## src/rtl/seq_monitor.sv

```systemverilog
// seq_monitor: tracks a 3-bit counter against an expected sequence, counting full cycles and mismatches.
// Optional SEQ_MONITOR_STALL_EN: a repeat of the previously matched entry while locked is a stall, not an error.
module seq_monitor #(
    parameter int          LEN = 8,
    parameter logic [23:0] SEQ = 24'h97E4C8
) (
    input  logic       C,
    input  logic       nR,
    input  logic [2:0] Q,
    input  logic       EN,
    input  logic       CLR,
    output logic       LOCK,
    output logic       ERR,
    output logic       WRAP,
    output logic [2:0] IDX,
    output logic [7:0] CYC,
    output logic [7:0] ERRS
);
    if (LEN < 2 || LEN > 8) begin : g_bad_len
        $error("seq_monitor: LEN must be in 2..8");
    end

    typedef enum logic [1:0] {SEARCH, LOCKED, FAULT} state_t;

    localparam logic [2:0] LAST = 3'(LEN - 1);

    function automatic logic [2:0] ent(input logic [2:0] i);
        return SEQ[3*i +: 3];
    endfunction

    state_t     state, state_nx;
    logic [2:0] idx_nx;
    logic       err_nx, wrap_nx, hit, stall;

    assign hit = Q == ent(IDX);
`ifdef SEQ_MONITOR_STALL_EN
    assign stall = Q == ent(IDX == 3'd0 ? LAST : IDX - 3'd1);
`else
    assign stall = 1'b0;
`endif

    always_ff @(posedge C or negedge nR) begin
        if (!nR) begin
            state <= SEARCH;
            IDX   <= '0;
            ERR   <= 1'b0;
            WRAP  <= 1'b0;
            CYC   <= '0;
            ERRS  <= '0;
        end else begin
            state <= state_nx;
            IDX   <= idx_nx;
            ERR   <= err_nx;
            WRAP  <= wrap_nx;
            CYC   <= CLR ? 8'd0 : (wrap_nx && CYC != 8'hFF) ? CYC + 8'd1 : CYC;
            ERRS  <= CLR ? 8'd0 : (err_nx && ERRS != 8'hFF) ? ERRS + 8'd1 : ERRS;
        end
    end

    always_comb begin
        state_nx = state;
        idx_nx   = IDX;
        err_nx   = 1'b0;
        wrap_nx  = 1'b0;
        if (EN) begin
            case (state)
                LOCKED: begin
                    if (hit) begin
                        idx_nx  = IDX == LAST ? 3'd0 : IDX + 3'd1;
                        wrap_nx = IDX == LAST;
                    end else if (!stall) begin
                        state_nx = FAULT;
                        idx_nx   = 3'd0;
                        err_nx   = 1'b1;
                    end
                end
                default: begin
                    if (Q == ent(3'd0)) begin
                        state_nx = LOCKED;
                        idx_nx   = 3'd1;
                    end
                end
            endcase
        end
    end

    always_comb begin
        LOCK = state == LOCKED;
    end
endmodule

```

## config.mk

```make
export PLATFORM = sky130hd
export DESIGN_NAME = seq_monitor
export DESIGN_NICKNAME = d
export VERILOG_FILES = /design/src/rtl/seq_monitor.sv
export SDC_FILE = /design/constraint.sdc
export NUM_CORES = 1
export LEC_CHECK = 0
export ABC_CLOCK_PERIOD_IN_PS = 3700
export BUFFER_PORTS_ARGS = -buffer_cell sky130_fd_sc_hd__buf_2
export CAP_MARGIN = 10
export CORE_ASPECT_RATIO = 0.9
export CORE_MARGIN = 5
export CORE_UTILIZATION = 56
export CTS_CLUSTER_SIZE = 12
export DETAILED_ROUTE_END_ITERATION = 16
export HOLD_SLACK_MARGIN = 0.15
export PLACE_DENSITY = 0.82
export SLEW_MARGIN = 20
export SYNTH_ARGS = -nofsm -noshare
export SYNTH_HDL_FRONTEND = slang
export SYNTH_SLANG_ARGS = --single-unit
```

## constraint.sdc

```tcl
create_clock -name C -period 3.7 [get_ports C]
set_clock_uncertainty 0.1 [all_clocks]
set_input_delay 0.555 -clock C [delete_from_list [all_inputs] [get_ports C]]
set_output_delay 0.555 -clock C [all_outputs]
set_load 0.01 [all_outputs]
```

---- Yosys cells after proc, flatten, opt, wreduce, memory -nomap -nowiden ----
Index checks and enable logic that the tools add are counted.
storage, ports and cells
  output and inout port bits .............. 22
  logic and storage cells ................. 42
  memories ................................ 0
  bits in registers ....................... 23
  bits in writable memories ............... 0
  bits of input ports ..................... 7
  bits in read-only memories .............. 0
  bits in latches ......................... 0
operators by class
  shifts and indexed selects .............. 1
  magnitude comparators ................... 0
  mux-type cells .......................... 17
  multiply operators ...................... 1
  divide/modulo/power cells ............... 0
  reduce and logical (&&, ||, !) cells .... 8
  bitwise logic cells ..................... 0
  eq/ne operators ......................... 6
  add/subtract/negate cells ............... 3
operator list
  cell                                                                         number
  8-bit two-way mux                                                            4
  24-bit by 6-bit indexed part select with 3-bit output, first input constant  1
  8-bit by 1-bit adder with 8-bit output, second input constant                2
  8-bit inequality test, second input constant                                 2
  3-bit two-way mux                                                            4
  1-bit two-way mux                                                            6
  2-bit two-way mux                                                            3
  2-bit nonzero test                                                           3
  2-bit by 3-bit multiplier with 5-bit output, first input constant            1
  3-bit by 1-bit adder with 3-bit output, second input constant                1
  3-bit == test                                                                1
  3-bit == test, second input constant                                         1
  3-bit zero test                                                              1
  3-bit AND reduction                                                          1
  2-bit by 1-bit == test with 1-bit output, second input constant              1
  1-bit logical AND                                                            2
  2-bit inequality test, second input constant                                 1
  2-bit AND reduction                                                          1

---- Logic depth before layout (Yosys ltp) ----
  word-level depth ........................ 9
  mapped depth ............................ 7
  mapped depth without buffers ............ 7

---- Worst setup path after synthesis ----
No wires, ideal clock.
  kind .................................... register to register
  from .................................... reg IDX[1]
  to ...................................... reg CYC[5]
  data required time ...................... 3.468 ns
  path slack .............................. 1.678 ns
  clock period less this slack ............ 2.022 ns
  path buffers ............................ 0
  stages on the path, launching flop included .. 7
  data arrival time ....................... 1.790 ns
  library setup time ...................... 0.132 ns
  cell sequence ........................... dfrtp_1 ha_1 xnor2_4 o211ai_2 nor4_2 xnor2_1 nor2_1
between the ends
  longest elaborated chain between the ends .. 8
  elaborated cells between the ends (all ways) .. 9
  those cells by class .................... 1 x mul; 2 x eq/ne; 1 x shift; 3 x mux; 2 x reduce/logical
RTL lines
  element                                                line  text
  start, declared                                        15    output logic [2:0] IDX,
  start signal, assigned                                 52    IDX <= idx_nx;
  2-bit by 3-bit multiplier with 5-bit output            28    return SEQ[3*i +: 3];
  24-bit by 6-bit indexed part select with 3-bit output  28
  3-bit == test                                          35    assign hit = Q == ent(IDX);
  1-bit two-way mux *                                    68    if (hit) begin
  1-bit two-way mux *                                    66    case (state)
  1-bit two-way mux *                                    65    if (EN) begin
  1-bit logical AND *                                    55    CYC <= CLR ? 8'd0 : (wrap_nx && CYC != 8'hFF) ? CYC + 8'd1 : CYC;
  2-bit nonzero test (no source line) *                  -
  end signal, assigned                                   55
  end, declared                                          16    output logic [7:0] CYC,
Every way passes the cells marked *; elsewhere a longest branch is shown, timed or not.
A chain may end at the register's enable or synchronous reset.

---- Final worst setup path ----
Same ends and word-level chain as after synthesis.

==> results by stage <==
Status:
- The flow ran to the end, and the final reports show no timing, DRC or antenna violations.

Synthesis:
- The cell taking the most area after synthesis is dfrtp_1.
- The number of nets handed over by synthesis was 134.
- The async set or reset register ratio after synthesis is 100%.
- In the post-synthesis netlist, the biggest area contributors are dfrtp_1 (45%), xnor2_1 (6.9%), nor2_1 (5.3%).
- The most used flip-flop cell after synthesis is dfrtp_1.
- The synthesized design devotes to its leading area cell type 45.3% of total area.
- Synthesis produced a netlist whose cell count is 123.
- The synthesized area per cell is 10.3 um^2.
- Yosys mapped a number of flops with a built-in enable equal to 0.
- The post-synthesis register bit count is 23.
- The area of the mapped netlist is 0.00127 mm^2.
- The Yosys step of the flow raised 0 warnings.
- The proportion of synthesized chip area in sequential cells is 45.3%.
- The synthesized netlist contains 40 unique library cells.

Placement:
- The number of input and output port buffers inserted is 28.
- Before CTS, the worst setup slack after placement is 1530 ps.
- The count of placed standard cells including taps is 176.
- The wire-length estimate of the detail-placed layout is 2110 um.
- The cell area after placement is 0.00144 mm^2.
- Routability-driven placement finished with a final weighted congestion of 0.777.

Routing:
- The wire length after detailed routing is 2750 um.
- The via density per instance is 5.79.
- For this run, design rule violations remaining after detail routing come to 0.
- The total number of vias is 1048.
- The detailed-router iteration count before antenna repair is 4.
- The detailed router finished its first iteration with 63 violations.
- In the final routed layout, each cell accounts on average for 15.2 um.
- The count of nets left with antenna violations once routing finished came out at 0.

Hold path:
- In this run the worst hold path is classified as input port to flip-flop.

Clocking:
- The clock transition at the registers of the reported paths is 140 ps.
- The later pin in the worst-skew pair is clocked with a latency of 320 ps.
- The clock sink total is 23.
- The clock passes through at most 2 buffers.
- The number of clock buffers added by TritonCTS is 3.
- In this run the clock root is driven by a clkbuf_4.
- The CTS tree is done.
- In this run the number of H-tree levels came out at 1.

Pwr:
- The standby leakage power is 0.688 nW.
- In this run the power density over the cells is 420 mW/mm^2.
- The power consumption is 0.620 mW.
- The largest vdd supply drop is 432 uV.

Floorplanning:
- Once the floorplan was initialized, standard cells occupied 58.3% of the core.
- The number of rows created at floorplan is 16.
- The placeable core region is 0.00218 mm^2.
- The width of the die is 60.2 um.
- The die covers 0.00332 mm^2.
- From bottom edge to top edge, the die measures 55.2 um.
- In this run the count of I/O pins placed on the die edge is 29.

STA:
- The total of endpoints with negative setup slack in the final report is 0.
- The smallest clock period supported by the final layout is computed as 2190 ps.
- The ratio of final minimum period to clock period is 59.1%.
- The number of failing hold endpoints at the final stage is 0.
- The worst-case hold slack is 409 ps.
- Setup slack on the critical path of the routed design comes to 1510 ps.
- Setup repair after global routing left no endpoint under its margin.
- The number of max-slew violations in the final report is 0.
- At the pin with the least slew margin, the transition time is 585 ps.
- Static timing analysis puts the maximum clock frequency at 457 MHz.
- In this run the tightest slew margin relative to its limit is 60.4%.
- Adding up every negative setup slack in the final design gives 0 ps.

Final layout:
- Once layout is complete, the utilization of the core stands at 67.7%.
- Cells with a size suffix above 1 make up 27.9% of the layout.
- The number of diodes added for antenna fixing is 0.
- The top cell types in the final layout, fill and taps aside, are buf_2 (28), dfrtp_1 (23), nor2_1 (18).
- From synthesis to final layout, the design area changed by 16.2%.
- The final layout net count is 166.
- The filler-free cell count of the finished design is 181.
- With fillers left out, the area of the finished cells amounts to 0.00148 mm^2.
- Leaving out fill and tap cells, the most frequent cell in the layout is buf_2.

Setup path:
- STA classifies the critical path startpoint as a flip-flop.
- Data on the critical path is required at its endpoint by 3800 ps.
- The type of the setup path with the least slack is flip-flop to flip-flop.
- The category of the worst setup path capture point is a flip-flop.
- The maximum fanout along the worst path is 8.
- Data on the critical path arrives at its endpoint at 2290 ps.

GRT:
- The largest net degree at the start of global routing is 24.
- The via count of the first global-routing pass came to 1112.
- In the global route stage, overall resource usage came out at 18.5%.
- The first-pass GRT wire length is 4830 um.
- The number of antenna violations at the first check in global routing is 0.
- After global routing the overflow that remains totals 0.

Flow run:
- The count of maximum capacitance violations is 0.
[state kept, by name, indices dropped and copies added (netlist names)]
| name | count |
|---|---|
| state | 2 |
| WRAP | 1 |
| ERR | 1 |
| IDX | 3 |
| CYC | 8 |
| ERRS | 8 |
[power by group]
part           total, mW  internal, mW  switching (mW)
combinational      0.200        0.0839           0.117
sequential         0.298         0.275          0.0230
clock              0.121        0.0413          0.0798
total              0.620         0.401           0.219
[logic make-up (layout without fill, tap and decap cells)]
| kind of cell | count (synthesis) | in the layout | share of synthesized area, % |
|---|---|---|---|
| compound gates | 18 | 18 | 10.7 |
| xor+xnor | 12 | 12 | 10.3 |
| fa+ha+maj | 4 | 4 | 3.94 |
| buf+inv | 4 | 35 | 1.18 |
| flops | 23 | 23 | 45.3 |
| mux | 4 | 4 | 3.94 |
| simple gates | 58 | 58 | 24.6 |
[cell usage after synthesis (all sizes together), types with 2 or more instances]
cell	number
dfrtp	23
nor2	18
xnor2	12
nand2	11
nand3	6
a21oi	5
nand4	5
o21ai	5
ha	4
nor2b	3
nor4	3
and3	2
inv	2
mux2	2
mux2i	2
nor3	2
o211ai	2
[worst paths after layout]
check | start | end | slack (ps) | cells past startpoint
min reg2reg | state[0] | state[0] | 470 | 2
min | EN | IDX[1] | 410 | 3
max in group asynchronous | nR | CYC[1] | 2540 | 2
max | IDX[1] | CYC[5] | 1510 | 6
max reg2reg | IDX[1] | CYC[5] | 1510 | 6
min in group asynchronous | nR | IDX[1] | 610 | 2
[cell type report]
type | instances | area [um^2]
well taps | 27 | 33.8
fillers | 176 | 704
multi-input cells | 96 | 681
inverters | 2 | 7.51
clock buffers | 3 | 22.5
clock inverters | 1 | 7.51
flip-flops and latches | 23 | 576
repair buffers | 29 | 150
[per-layer routing]
metal / global-route usage [%] / wire length, um / vias to the layer above
li1: - / - / 498
met1: 22.8 / 1150 / 513
met2: 31.0 / 1400 / 32
met3: 5.13 / 171 / 5
met4: 5.38 / 27 / 0
met5: 0 / 0 / -
[worst max-delay path, stage by stage, from the launching register on]
cell      delay, ps
dfrtp_1         460
ha_1            390
xnor2_4         290
o211ai_2        260
nor4_2          340
xnor2_1         170
nor2_1           60
[what timing repair did]
action | 4_1_cts | 5_1_grt
buffers inserted | 0 | 0
hold buffers | 1 | 0
hold endpoints to repair | 23 | 0
gates resized for setup | 0 | 0
Note: power is estimated with default switching activity, not from simulation.
